$ cat src/rtl/controlador_bus_uart_if.sv
// CPU-style memory bus: address, store data and strobe out, read data back.
// The controller takes the CPU side as slave and drives the RAM side as master.
interface controlador_bus_uart_if;
  logic [31:0] dir;
  logic [31:0] dat_escritura;
  logic        hab_escritura;
  logic [31:0] dat_lectura;

  modport master (output dir, dat_escritura, hab_escritura, input dat_lectura);
  modport slave  (input dir, dat_escritura, hab_escritura, output dat_lectura);
endinterface

$ cat src/rtl/controlador_bus_uart.sv
// Bus splitter: dir[31]=0 goes to RAM, dir[31]=1 to a FIFO-fed UART transmitter.
// Define UART_PARIDAD_EN to add an even-parity bit to each frame (8E1 instead of 8N1).
module controlador_bus_uart #(
  parameter int FIFO_PROF   = 8,
  parameter int DIV_DEFAULT = 434
) (
  input  logic                  clk,
  input  logic                  reset,
  controlador_bus_uart_if.slave  cpu,
  controlador_bus_uart_if.master ram,
  output logic                  tx
);
  localparam int PW = $clog2(FIFO_PROF);
  localparam int CW = PW + 1;

  typedef enum logic [2:0] {
    REPOSO,
    INICIO,
    DATOS,
`ifdef UART_PARIDAD_EN
    PARIDAD,
`endif
    PARADA
  } estado_t;

  estado_t       estado_q, estado_d;
  logic [7:0]    mem [FIFO_PROF];
  logic [PW-1:0] wr_ptr_q, wr_ptr_d, rd_ptr_q, rd_ptr_d;
  logic [CW-1:0] cnt_q, cnt_d;
  logic          ovf_q, ovf_d;
  logic [15:0]   div_q, div_d;
  logic [15:0]   baud_q, baud_d;
  logic [2:0]    bit_q, bit_d;
  logic [7:0]    shift_q, shift_d;
  logic          tx_q, tx_d;

  logic        periph, wr_dato, wr_estado, wr_div;
  logic        fifo_full, fifo_empty, pop, push_ok, bit_fin;
  logic [1:0]  reg_sel;
  logic [31:0] periph_rd;
  logic        unused_bits;

  assign ram.dir           = cpu.dir;
  assign ram.dat_escritura = cpu.dat_escritura;
  assign ram.hab_escritura = cpu.hab_escritura & ~cpu.dir[31];

  assign periph    = cpu.dir[31];
  assign reg_sel   = cpu.dir[3:2];
  assign wr_dato   = cpu.hab_escritura & periph & (reg_sel == 2'd0);
  assign wr_estado = cpu.hab_escritura & periph & (reg_sel == 2'd1);
  assign wr_div    = cpu.hab_escritura & periph & (reg_sel == 2'd2);
  assign unused_bits = ^{cpu.dir[30:4], cpu.dir[1:0], cpu.dat_escritura[31:16]};

  assign fifo_full  = (cnt_q == CW'(FIFO_PROF));
  assign fifo_empty = (cnt_q == '0);
  assign bit_fin    = (baud_q == 16'd0);

  always_comb begin
    periph_rd = 32'd0;
    case (reg_sel)
      2'd1:    periph_rd = {16'd0, 8'(cnt_q), 4'd0, ovf_q, (estado_q != REPOSO),
                            fifo_empty, fifo_full};
      2'd2:    periph_rd = {16'd0, div_q};
      default: periph_rd = 32'd0;
    endcase
  end

  assign cpu.dat_lectura = periph ? periph_rd : ram.dat_lectura;

  // Transmitter: every non-idle state lasts one bit time, reloading the baud counter from div_q.
  always_comb begin
    estado_d = estado_q;
    baud_d   = baud_q;
    bit_d    = bit_q;
    shift_d  = shift_q;
    pop      = 1'b0;
    if (estado_q != REPOSO) begin
      baud_d = bit_fin ? (div_q - 16'd1) : (baud_q - 16'd1);
    end
    case (estado_q)
      REPOSO: begin
        if (!fifo_empty) begin
          pop      = 1'b1;
          shift_d  = mem[rd_ptr_q];
          baud_d   = div_q - 16'd1;
          estado_d = INICIO;
        end
      end
      INICIO: begin
        if (bit_fin) begin
          bit_d    = 3'd0;
          estado_d = DATOS;
        end
      end
      DATOS: begin
        if (bit_fin) begin
          bit_d = bit_q + 3'd1;
          if (bit_q == 3'd7) begin
`ifdef UART_PARIDAD_EN
            estado_d = PARIDAD;
`else
            estado_d = PARADA;
`endif
          end
        end
      end
`ifdef UART_PARIDAD_EN
      PARIDAD: begin
        if (bit_fin) estado_d = PARADA;
      end
`endif
      PARADA: begin
        if (bit_fin) begin
          if (!fifo_empty) begin
            pop      = 1'b1;
            shift_d  = mem[rd_ptr_q];
            estado_d = INICIO;
          end else begin
            estado_d = REPOSO;
          end
        end
      end
      default: estado_d = REPOSO;
    endcase
  end

  always_comb begin
    tx_d = 1'b1;
    case (estado_q)
      INICIO:  tx_d = 1'b0;
      DATOS:   tx_d = shift_q[bit_q];
`ifdef UART_PARIDAD_EN
      PARIDAD: tx_d = ^shift_q;
`endif
      default: tx_d = 1'b1;
    endcase
  end

  // A full FIFO still accepts a byte when the transmitter pops in the same cycle.
  always_comb begin
    push_ok  = wr_dato & (~fifo_full | pop);
    wr_ptr_d = push_ok ? (wr_ptr_q + PW'(1)) : wr_ptr_q;
    rd_ptr_d = pop ? (rd_ptr_q + PW'(1)) : rd_ptr_q;
    cnt_d    = cnt_q;
    case ({push_ok, pop})
      2'b10:   cnt_d = cnt_q + CW'(1);
      2'b01:   cnt_d = cnt_q - CW'(1);
      default: cnt_d = cnt_q;
    endcase
    ovf_d = ovf_q;
    if (wr_dato & fifo_full & ~pop) ovf_d = 1'b1;
    else if (wr_estado & cpu.dat_escritura[3]) ovf_d = 1'b0;
    div_d = div_q;
    if (wr_div) div_d = (cpu.dat_escritura[15:0] == 16'd0) ? 16'd1 : cpu.dat_escritura[15:0];
  end

  always_ff @(posedge clk) begin
    if (push_ok) mem[wr_ptr_q] <= cpu.dat_escritura[7:0];
  end

  always_ff @(posedge clk or negedge reset) begin
    if (!reset) begin
      estado_q <= REPOSO;
      wr_ptr_q <= '0;
      rd_ptr_q <= '0;
      cnt_q    <= '0;
      ovf_q    <= 1'b0;
      div_q    <= 16'(DIV_DEFAULT);
      baud_q   <= 16'd0;
      bit_q    <= 3'd0;
      shift_q  <= 8'd0;
      tx_q     <= 1'b1;
    end else begin
      estado_q <= estado_d;
      wr_ptr_q <= wr_ptr_d;
      rd_ptr_q <= rd_ptr_d;
      cnt_q    <= cnt_d;
      ovf_q    <= ovf_d;
      div_q    <= div_d;
      baud_q   <= baud_d;
      bit_q    <= bit_d;
      shift_q  <= shift_d;
      tx_q     <= tx_d;
    end
  end

  assign tx = tx_q;
endmodule

$ cat src/flat_wrapper.sv
// flat-port wrapper written by rule: the top's interface ports become plain ports
module controlador_bus_uart_flat 
#(
  parameter int FIFO_PROF   = 8,
  parameter int DIV_DEFAULT = 434
)
  (clk, reset, tx, cpu_dir, cpu_dat_escritura, cpu_hab_escritura, cpu_dat_lectura, ram_dir, ram_dat_escritura, ram_hab_escritura, ram_dat_lectura);
  controlador_bus_uart_if cpu_i ();
  controlador_bus_uart_if ram_i ();
  input  logic clk;
  input  logic reset;
  output logic tx;
  input wire logic [$bits(cpu_i.dir)-1:0] cpu_dir;
  input wire logic [$bits(cpu_i.dat_escritura)-1:0] cpu_dat_escritura;
  input wire logic [$bits(cpu_i.hab_escritura)-1:0] cpu_hab_escritura;
  output wire logic [$bits(cpu_i.dat_lectura)-1:0] cpu_dat_lectura;
  output wire logic [$bits(ram_i.dir)-1:0] ram_dir;
  output wire logic [$bits(ram_i.dat_escritura)-1:0] ram_dat_escritura;
  output wire logic [$bits(ram_i.hab_escritura)-1:0] ram_hab_escritura;
  input wire logic [$bits(ram_i.dat_lectura)-1:0] ram_dat_lectura;
  assign cpu_i.dir = cpu_dir;
  assign cpu_i.dat_escritura = cpu_dat_escritura;
  assign cpu_i.hab_escritura = cpu_hab_escritura;
  assign cpu_dat_lectura = cpu_i.dat_lectura;
  assign ram_dir = ram_i.dir;
  assign ram_dat_escritura = ram_i.dat_escritura;
  assign ram_hab_escritura = ram_i.hab_escritura;
  assign ram_i.dat_lectura = ram_dat_lectura;
  controlador_bus_uart #(.FIFO_PROF(FIFO_PROF), .DIV_DEFAULT(DIV_DEFAULT)) u_core (.clk(clk), .reset(reset), .cpu(cpu_i), .ram(ram_i), .tx(tx));
endmodule
$ cat config.mk
export PLATFORM = sky130hd
export DESIGN_NAME = controlador_bus_uart_flat
export DESIGN_NICKNAME = d
export VERILOG_FILES = /design/src/rtl/controlador_bus_uart_if.sv /design/src/rtl/controlador_bus_uart.sv /design/src/flat_wrapper.sv
export SDC_FILE = /design/constraint.sdc
export NUM_CORES = 1
export LEC_CHECK = 0
export BUFFER_PORTS_ARGS = -buffer_cell sky130_fd_sc_hd__buf_4
export CORE_ASPECT_RATIO = 0.8
export CORE_UTILIZATION = 41
export DETAILED_ROUTE_END_ITERATION = 12
export GPL_TIMING_DRIVEN = 0
export PLACE_DENSITY = 0.68
export SKIP_LAST_GASP = 1
export SYNTH_ARGS = -nofsm -noshare
export SYNTH_HDL_FRONTEND = slang
export SYNTH_SLANG_ARGS = --single-unit
$ cat constraint.sdc
create_clock -name clk -period 2.85 [get_ports clk]
set_clock_uncertainty 0.05 [all_clocks]
set_input_delay 0.4275 -clock clk [delete_from_list [all_inputs] [get_ports clk]]
set_output_delay 0.4275 -clock clk [all_outputs]
set_load 0.1 [all_outputs]
==> results.ini, run 1 <==
[status]
status = finished clean

[synthesis]
synth_cell_types = 53
synth-seq-cells = 121
synth_fa_ha_area_share_pct = 2.63
seq_area_frac_synth_pct = 50.4
synth-simple-area-share_pct = 12.5
syn-cell-area_mm2 = 0.00666
yosys.area.top_type = edfxtp_1
syn_nets = 699
async_flop_share_pct = 47.1
synth_compound_area_share_pct = 8.88
synth_xor_area_share_pct = 3.68
synth_edf_count = 64
synth_cells = 586
avgSynthCellArea_um2 = 11.4
yosys.area.top_type_share_pct = 28.8
synth_flop_cell = edfxtp_1
netlist_top_cells_area = edfxtp_1 29%, dfrtp_1 19%, buf_4 7.3%
synth.area.mux_share_pct = 11.5
synth_top_family_by_area = simple AND/OR/NAND/NOR gates
yosysWarningCount = 0

[layout]
diodes = 0
fillers = 1319
layout-drive-gt1-share_pct = 42.6
final_cell_mix = 229 x buf_4, 64 x edfxtp_1, 51 x dfrtp_1
layout.cells.non_filler = 997
nets = 882
syn2layout_area_growth_pct = 33.0
mostFrequentLayoutCell = buf_4

[routing]
vias = 5154
wl_per_cell_um = 16.7
via_per_inst = 5.17
drc = 0
ant_nets = 0
drt_iter0_drc = 289
first_pass_iters = 5
drt-total-wl_mm = 16.7

[clocking]
cts_tree = done
numCtsBuffers = 17
cts-root-buf = clkbuf_16
clk-insertion-delay-late_ns = 0.41
clock_path_buffers = 2
hold_buffers = 0
path_clk_slew_ns = 0.06
cts.sinks = 121
cts_max_level = 4

[placed_design]
hpwlAfterDp_mm = 11.8
port_buffers = 151
gp_congestion = 0.832
dp.cells = 952

[worst_hold_path]
hp-class = input port to async pin

[sta]
hold_viol = 0
max_freq_ghz = 0.353
worst_slew_pin_slew_ns = 0.762
tns_ns = 0
timing.final.crit_share_pct = 99.3
fin_crit_ns = 2.83
finalMaxSlewViolations = 0
setup_violations = 0
relSlewSlack_pct = 49.2

[die]
initial_core_util_pct = 42.0
fp-row-count = 41
die-area_mm2 = 0.0168
fp.coreArea_mm2 = 0.0159
pin_count = 197
dieWidth_um = 145
chipHeight_um = 116

[critical_path]
start_kind = flop
cp.arrival_ns = 2.35
crit_path_max_fanout = 10
worst_setup_path_end_kind = primary output
reg2regPathDepth = 9
cp_data_required_time_ns = 2.37
criticalPathCategory = flop to primary output

[power]
powerDensity_mw_per_mm2 = 905
vdd_drop_max_uv = 514
leakagePower_uw = 0.00370

[global_routing]
grt_max_degree = 58
grt_pass1_vias = 5098
gr-usage-all-layers_pct = 20.7
grt_pass1_wl_mm = 26.0
grt_overflow_total = 0
antenna_found_initial = 0

[job]
maxCapViolCount = 0

==> synth_stat cells, types with 17 or more instances <==
| cell type | number |
|---|---|
| buf_4 | 65 |
| edfxtp_1 | 64 |
| dfrtp_1 | 51 |
| nand2_1 | 41 |
| nor2_1 | 35 |
| o21ai_0 | 27 |
| inv_1 | 26 |
| a21oi_1 | 23 |
| mux2_2 | 19 |
| mux4_2 | 18 |
| nor3_1 | 18 |
| clkbuf_1 | 17 |
| nor2b_1 | 17 |
==> kinds of logic after synthesis <==
group                      after synthesis
AOI/OAI and AO/OA                       94
xor gates and xnor gates                28
adders and majority gates               14
buffers and inverters                  116
DFF                                    121
muxes                                   52
and+or+nand+nor                        161
==> per-stage QoR <==
stage / total power [µW] / setup slack (ns) / hold slack (ns) / util (%) / area, µm²
floorplan: 5000 / -0.573 / 0.0819 / - / 6670
global placement: 5670 / -0.707 / 0.419 / 50.9 / 8070
detailed placement: 5770 / -0.811 / 0.450 / 50.9 / 8070
CTS: 7930 / -0.0550 / 0.0625 / 55.5 / 8800
global route: 8460 / -0.0142 / 0.0870 / 55.9 / 8870
finish: 8020 / 0.0188 / 0.0273 / 55.9 / 8870
==> flip-flops by register name (all words and copies together) (netlist names) <==
signal / flops
u_core.cnt_q: 4
u_core.shift_q: 8
u_core.baud_q: 16
u_core.div_q: 16
u_core.ovf_q: 1
u_core.rd_ptr_q: 3
u_core.bit_q: 3
u_core.tx: 1
u_core.mem: 64
u_core.estado_q: 2
u_core.wr_ptr_q: 3
==> cell type report <==
cell class / instances / area (µm²) / share of cell area (%)
buffer: 89 / 592 / 6.68
clock buffer: 17 / 425 / 4.80
clock inverter: 15 / 140 / 1.58
inverter: 26 / 101 / 1.14
multi-input combinational: 349 / 2730 / 30.8
sequential: 121 / 3360 / 37.8
tap: 215 / 269 / 3.03
timing repair buffer: 165 / 1250 / 14.1
==> worst paths after layout <==
check | from | to | slack (ns)
max | u_core.cnt_q[3] | cpu_dat_lectura[1] | 0.02
min in group clk | cpu_dat_escritura[8] | u_core.div_q[8] | 0.22
max in group asynchronous | reset | u_core.rd_ptr_q[1] | 2.21
min reg2reg | u_core.ovf_q | u_core.ovf_q | 0.47
max reg2reg | u_core.baud_q[9] | u_core.mem[4][7] | 0.08
min | reset | u_core.baud_q[10] | 0.03
==> power by group <==
part           internal (µW)  total, µW  switching (µW)
Clock                   1210       2060             848
Combinational           1300       3310            2010
Sequential              2210       2640             430
Total                   4730       8020            3290
==> critical path: stages, from the launching register on <==
cell and delay (ns):
dfrtp_1 0.47, nor4_4 0.47, clkbuf_2 0.39, a22oi_1 0.14, o22ai_1 0.15, buf_4 0.32
==> metal layers <==
| layer | track usage, % | up-vias | routed length (µm) |
|---|---|---|---|
| li1 | - | 2424 | - |
| met1 | 27.3 | 2499 | 7330 |
| met2 | 34.5 | 204 | 8050 |
| met3 | 3.72 | 27 | 1030 |
| met4 | 7.16 | 0 | 262 |
| met5 | 0 | - | 0 |
==> timing repair <==
| action | CTS | global route |
|---|---|---|
| setup buffers | 7 | 7 |
| resized for setup | 19 | 4 |
| endpoints found under the setup margin | 67 | 60 |
| pin swaps | 4 | 2 |
(Power assumes the default switching activity.)
==> inputs of run 2 (changes only) <==
--- a/config.mk
+++ b/config.mk
@@ -12,4 +12,5 @@
 export GPL_TIMING_DRIVEN = 0
 export PLACE_DENSITY = 0.68
+export RECOVER_POWER = 100
 export SKIP_LAST_GASP = 1
 export SYNTH_ARGS = -nofsm -noshare
--- a/constraint.sdc
+++ b/constraint.sdc
@@ -3,3 +3,3 @@
 set_input_delay 0.4275 -clock clk [delete_from_list [all_inputs] [get_ports clk]]
 set_output_delay 0.4275 -clock clk [all_outputs]
-set_load 0.1 [all_outputs]
+set_load 0.02 [all_outputs]
==> run 2 against run 1 <==
  * Via count up 1.1%
  * Critical path depth rose by 7
  * Maximum frequency grew 0.92%
  * Utilization down 1.5 points
  * Final area down 2.6%
  * Non-clock buffer count is the same
  * Hold slack better by 0.19 ns
  * Combinational power down 18%
  * Sequential power about the same
  * Die area stayed put
  * Cell count did not move
  * Largest power group unchanged
==> results.ini, run 2 (same netlist as run 1, synthesis figures left out) <==
[status]
status = finished clean  ; unchanged

[placed_design]
hpwlAfterDp_mm = 11.8  ; about the same
gp_congestion = 0.842  ; was 0.832
port_buffers = 151  ; unchanged
place_ws_ns = -0.895  ; was -0.811 ns
dpl-instance-area_mm2 = 0.00807  ; unchanged
dp.cells = 952  ; unchanged

[sta]
rsz0062_at_grt = yes
relSlewSlack_pct = 3.52  ; was 49.2%
finalMaxSlewViolations = 0  ; unchanged
setup_ws_ns = 0.0445  ; was 0.0188 ns
timing.final.crit_share_pct = 98.4  ; was 99.3%
worst_slew_pin_slew_ns = 1.45  ; was 0.762 ns
hold_viol = 0  ; unchanged
tns_ns = 0  ; unchanged
fin_crit_ns = 2.81  ; was 2.83 ns
setup_violations = 0  ; unchanged
max_freq_ghz = 0.356  ; was 0.353 GHz

[clocking]
path_clk_slew_ns = 0.06  ; about the same
cts_max_level = 4  ; unchanged
clk-insertion-delay-late_ns = 0.42  ; was 0.41 ns
cts.sinks = 121  ; unchanged
cts_tree = done  ; unchanged
numCtsBuffers = 17  ; unchanged
hold_buffers = 0  ; unchanged
cts-root-buf = clkbuf_16  ; unchanged
clock_path_buffers = 2  ; unchanged

[die]
die-area_mm2 = 0.0168  ; unchanged
fp-row-count = 41  ; unchanged
chipHeight_um = 116  ; unchanged
dieWidth_um = 145  ; unchanged
initial_core_util_pct = 42.0  ; unchanged
fp.coreArea_mm2 = 0.0159  ; unchanged
pin_count = 197  ; unchanged

[global_routing]
antenna_found_initial = 0  ; unchanged
gr-usage-all-layers_pct = 21.1  ; was 20.7%
grt_pass1_vias = 5042  ; was 5098
grt_max_degree = 58  ; unchanged
grt_overflow_total = 0  ; unchanged
grt_pass1_wl_mm = 26.3  ; was 26.0 mm

[routing]
via_per_inst = 5.23  ; was 5.17
wl_per_cell_um = 17.1  ; was 16.7 µm
ant_nets = 0  ; unchanged
drc = 0  ; unchanged
drt_iter0_drc = 347  ; was 289
drt-total-wl_mm = 17.0  ; was 16.7 mm
vias = 5213  ; was 5154
first_pass_iters = 6  ; was 5

[layout]
final_cell_mix = 149 x buf_4, 84 x clkbuf_1, 64 x edfxtp_1  ; was 229 x buf_4, 64 x edfxtp_1, 51 x dfrtp_1
finish.utilization_pct = 54.5  ; was 55.9%
syn2layout_area_growth_pct = 29.5  ; was 33.0%
top_regs = u_core.mem: 64 flops, u_core.baud_q: 16 flops, u_core.div_q: 16 flops  ; unchanged
layout-drive-gt1-share_pct = 33.9  ; was 42.6%
final_area_mm2 = 0.00863  ; was 0.00887 mm²
diodes = 0  ; unchanged
largest_reg_flops = 64  ; unchanged
regMostFlops = u_core.mem  ; unchanged
mostFrequentLayoutCell = buf_4  ; unchanged
nets = 882  ; unchanged
layout.cells.non_filler = 997  ; unchanged

[worst_hold_path]
hp-class = input port to flop  ; was input port to async pin

[critical_path]
crit_path_max_fanout = 4  ; was 10
cp.arrival_ns = 3.10  ; was 2.35 ns
cp_data_required_time_ns = 3.15  ; was 2.37 ns
start_kind = flop  ; unchanged
criticalPathCategory = flop to flop  ; was flop to primary output
worst_setup_path_end_kind = flop  ; was primary output

[job]
maxCapViolCount = 0  ; unchanged

[power]
vdd_drop_max_uv = 453  ; was 514 µV
leakagePower_uw = 0.00348  ; was 0.00370 µW
powerDensity_mw_per_mm2 = 874  ; was 905 mW/mm²

[run 2: cell count changes in the layout (fill, tap and decap cells not counted), sizes merged]
cell | previous run | this run
clkbuf | 33 | 112
inv | 32 | 35
clkinv | 3 | 4
clkinvlp | 5 | 1
buf | 238 | 159
[run 2: critical path, stage by stage, from the launching register on]
cell,delay [ns]
dfrtp_1,0.42
inv_1,0.09
ha_2,0.21
or4b_4,0.51
nor2b_4,0.16
nand3_4,0.12
nand2_4,0.11
nand2_1,0.07
xnor2_1,0.13
ha_1,0.20
or3_1,0.34
mux2i_1,0.17
xor2_1,0.15
[run 2: final cells by class]
class / instances / area (µm²)
inverter: 26 / 97.6
clock inverter: 15 / 171
buffer: 90 / 597
multi-input combinational: 349 / 2720
clock buffer: 17 / 425
fill: 1381 / 7220
sequential: 121 / 3360
tap: 215 / 269
timing repair buffer: 164 / 995
[run 2: path summary, 6_finish.rpt]
kind | start | endpoint | slack, ns | depth (start not counted)
setup / recovery | u_core.baud_q[0] | u_core.cnt_q[2] | 0.04 | 12
setup reg to reg | u_core.baud_q[0] | u_core.cnt_q[2] | 0.04 | 12
max in group asynchronous | reset | u_core.baud_q[1] | 1.48 | 1
hold reg to reg | u_core.ovf_q | u_core.ovf_q | 0.44 | 2
min in group asynchronous | reset | u_core.baud_q[10] | 0.28 | 1
hold / removal | cpu_dat_escritura[11] | u_core.div_q[11] | 0.22 | 2
[run 2: timing repair]
item	4_1_cts	5_1_grt
cloned	0	0
buffers inserted	9	4
pin swaps	7	0
endpoints found under the setup margin	66	27
gates resized for setup	18	5
[run 2: stage by stage]
stage,total power [µW],hold WS (ns)
floorplan,4470,0.0819
global placement,5140,0.419
detailed placement,5250,0.430
CTS,7530,0.0551
global route,7970,0.215
finish,7550,0.218
[run 2: per-layer routing]
layer / GRT usage, % / wire length [µm] / vias up
met5: 0 / 0 / -
met4: 6.32 / 210 / 0
met3: 4.05 / 984 / 19
met2: 34.4 / 8270 / 196
met1: 28.6 / 7550 / 2582
li1: - / - / 2416
[run 2: power by group]
part / internal [µW] / switching (µW) / leakage [µW]
clock network: 1250 / 916 / 0.000291
logic: 1240 / 1490 / 0.00194
registers: 2210 / 438 / 0.00125
==> inputs of run 3 (changes only) <==
- CORE_ASPECT_RATIO: 0.8 -> 0.7
==> run 3 against run 2 <==
  * The flow now finishes with violations (slew limit)
  * Clock power barely moved
  * Setup slack improved by 0.0088 ns
  * Non-clock buffer count fell by 2
  * Final area fell by 0.29%
  * Utilization rose by 0.40 points
  * Critical path type unchanged
  * Largest cell class unchanged
==> results.ini, run 3 (same netlist as run 1, synthesis figures left out) <==
[routing]
drc = 0  ; unchanged
ant_nets = 0  ; unchanged
via_per_inst = 5.34  ; was 5.23
met1_length_mm = 7.81  ; was 7.55 mm
drt_iter0_drc = 337  ; was 347
routed-wl-met2_mm = 8.11  ; was 8.27 mm
wl_per_cell_um = 17.8  ; was 17.1 µm
drt-total-wl_mm = 17.4  ; was 17.0 mm
first_pass_iters = 5  ; was 6
vias = 5235  ; was 5213
route.met3.wl_mm = 1.37  ; was 984 µm
highest_layer = met4  ; unchanged

[critical_path]
cp.arrival_ns = 3.08  ; was 3.10 ns
start_kind = flop  ; unchanged
crit_family = simple AND/OR/NAND/NOR gates  ; unchanged
crit_slowest_cell = or4b_4  ; unchanged
crit_path_max_fanout = 5  ; was 4
worst-path-buf-inv = 1  ; unchanged
critPathMaxStageDelay_ns = 0.50  ; was 0.51 ns
criticalPathCategory = flop to flop  ; unchanged
cp_data_required_time_ns = 3.14  ; was 3.15 ns
crit_chain = inv_1 -> ha_4 -> or4b_4 -> nor2b_4 -> nand3_4 -> nand2_4 -> nand2_1 -> xnor2_1 -> ha_1 -> or3_1 -> mux2i_1 -> xor2_1  ; was inv_1 -> ha_2 -> or4b_4 -> nor2b_4 -> nand3_4 -> nand2_4 -> nand2_1 -> xnor2_1 -> ha_1 -> or3_1 -> mux2i_1 -> xor2_1
worst_setup_path_end_kind = flop  ; unchanged

[layout]
top_regs = u_core.mem: 64 flops, u_core.baud_q: 16 flops, u_core.div_q: 16 flops  ; unchanged
regMostFlops = u_core.mem  ; unchanged
final_cell_mix = 148 x buf_4, 86 x clkbuf_1, 64 x edfxtp_1  ; was 149 x buf_4, 84 x clkbuf_1, 64 x edfxtp_1
fillers = 1353  ; was 1381
layout-drive-gt1-share_pct = 33.6  ; was 33.9%
syn2layout_area_growth_pct = 29.2  ; was 29.5%
finish.utilization_pct = 54.9  ; was 54.5%
diodes = 0  ; unchanged
nets = 880  ; was 882
seqCellArea_mm2 = 0.00336  ; unchanged
largest_reg_flops = 64  ; unchanged
mostFrequentLayoutCell = buf_4  ; unchanged
multi_input_area_mm2 = 0.00274  ; was 0.00272 mm²

[global_routing]
antenna_found_initial = 0  ; unchanged
grt_max_degree = 58  ; unchanged
grt_overflow_total = 0  ; unchanged
grt_pass1_vias = 4935  ; was 5042
gr-usage-all-layers_pct = 21.0  ; was 21.1%
grt_pass1_wl_mm = 26.4  ; was 26.3 mm

[sta]
relSlewSlack_pct = -0.224  ; was 3.52%
worst_slew_pin_slew_ns = 1.50  ; was 1.45 ns
setup_ws_ns = 0.0532  ; was 0.0445 ns
rsz0062_at_grt = yes  ; unchanged
hold_viol = 0  ; unchanged
finalMaxSlewViolations = 34  ; was 0
fin_crit_ns = 2.80  ; was 2.81 ns
setup_violations = 0  ; unchanged
max_freq_ghz = 0.358  ; was 0.356 GHz
timing.final.crit_share_pct = 98.1  ; was 98.4%

[die]
dieWidth_um = 154  ; was 145 µm
die-area_mm2 = 0.0168  ; about the same
chipHeight_um = 109  ; was 116 µm
fp.coreArea_mm2 = 0.0157  ; was 0.0159 mm²
pin_count = 197  ; unchanged
initial_core_util_pct = 42.5  ; was 42.0%
fp-row-count = 38  ; was 41

[power]
p_int_uw = 4750  ; was 4710 µW
power_frac_seq_pct = 35.1  ; was 35.2%
power_frac_clock_pct = 28.5  ; was 28.7%
vdd_drop_max_uv = 464  ; was 453 µV
power_frac_comb_pct = 36.4  ; was 36.1%
powerDensity_mw_per_mm2 = 873  ; was 874 mW/mm²
p_sw_share_pct = 36.8  ; was 37.6%
leakagePower_uw = 0.00347  ; was 0.00348 µW
p_switching_uw = 2760  ; was 2840 µW

[clocking]
clock_path_buffers = 2  ; unchanged
clk-insertion-delay-late_ns = 0.42  ; about the same
cts_max_level = 4  ; unchanged
cts-root-buf = clkbuf_16  ; unchanged
cts.sinks = 121  ; unchanged
cts_tree = done  ; unchanged
numCtsBuffers = 17  ; unchanged
path_clk_slew_ns = 0.06  ; about the same

[job]
maxCapViolCount = 0  ; unchanged

[placed_design]
place_ws_ns = -0.883  ; was -0.895 ns
port_buffers = 151  ; unchanged
gp_congestion = 0.882  ; was 0.842
hpwlAfterDp_mm = 12.4  ; was 11.8 mm

[worst_hold_path]
hp-class = input port to flop  ; unchanged

[status]
status = finished with violations  ; was finished clean
violations = slew limit

-- run 3: worst paths after layout --
check	slack, ns	startpoint	cells after the start	to
min in group asynchronous	0.30	reset	1	u_core.baud_q[13]
setup reg to reg	0.05	u_core.baud_q[1]	12	u_core.cnt_q[2]
hold reg to reg	0.48	u_core.shift_q[6]	2	u_core.shift_q[6]
setup / recovery	0.05	u_core.baud_q[1]	12	u_core.cnt_q[2]
hold / removal	0.22	cpu_dat_escritura[11]	2	u_core.div_q[11]
max in group asynchronous	1.42	reset	1	u_core.baud_q[1]
-- run 3: metrics by stage --
stage	hold WS, ns	power (µW)	instances	TNS, ns	area (µm²)
floorplan	0.0819	4470	586	0	6670
global placement	0.412	5160	937	-33.05	8050
detailed placement	0.441	5240	937	-38.46	8050
CTS	0.0506	7510	979	0	8850
global route	0.212	7930	980	-0.107	8610
finish	0.220	7510	980	0	8610
-- run 3: layout make-up --
class / instances / area share (%)
sequential: 121 / 39.0
multi-input combinational: 349 / 31.8
timing repair buffer: 163 / 11.5
buffer: 89 / 6.79
clock buffer: 17 / 4.94
tap: 200 / 2.91
clock inverter: 15 / 1.96
inverter: 26 / 1.13
-- run 3: repair_timing --
item | 4_1_cts | 5_1_grt
pin swaps | 6 | 0
hold buffers | 0 | 0
buffers inserted | 11 | 1
setup endpoints to repair | 67 | 2
gates resized for setup | 19 | 4
-- run 3: routing by layer --
| metal | vias to the layer above | GRT usage (%) |
|---|---|---|
| li1 | 2413 | - |
| met1 | 2576 | 29.6 |
| met2 | 236 | 33.4 |
| met3 | 10 | 4.65 |
| met4 | 0 | 5.02 |
| met5 | - | 0 |
-- run 3: power by group through the flow --
stage	clock network, µW	logic (µW)	registers, µW
2_1_floorplan	0	1950	2520
3_3_place_gp	0	2560	2590
5_1_grt	2250	3000	2680
3_5_place_dp	0	2630	2620
6_report	2140	2730	2640
4_1_cts	2170	2720	2620
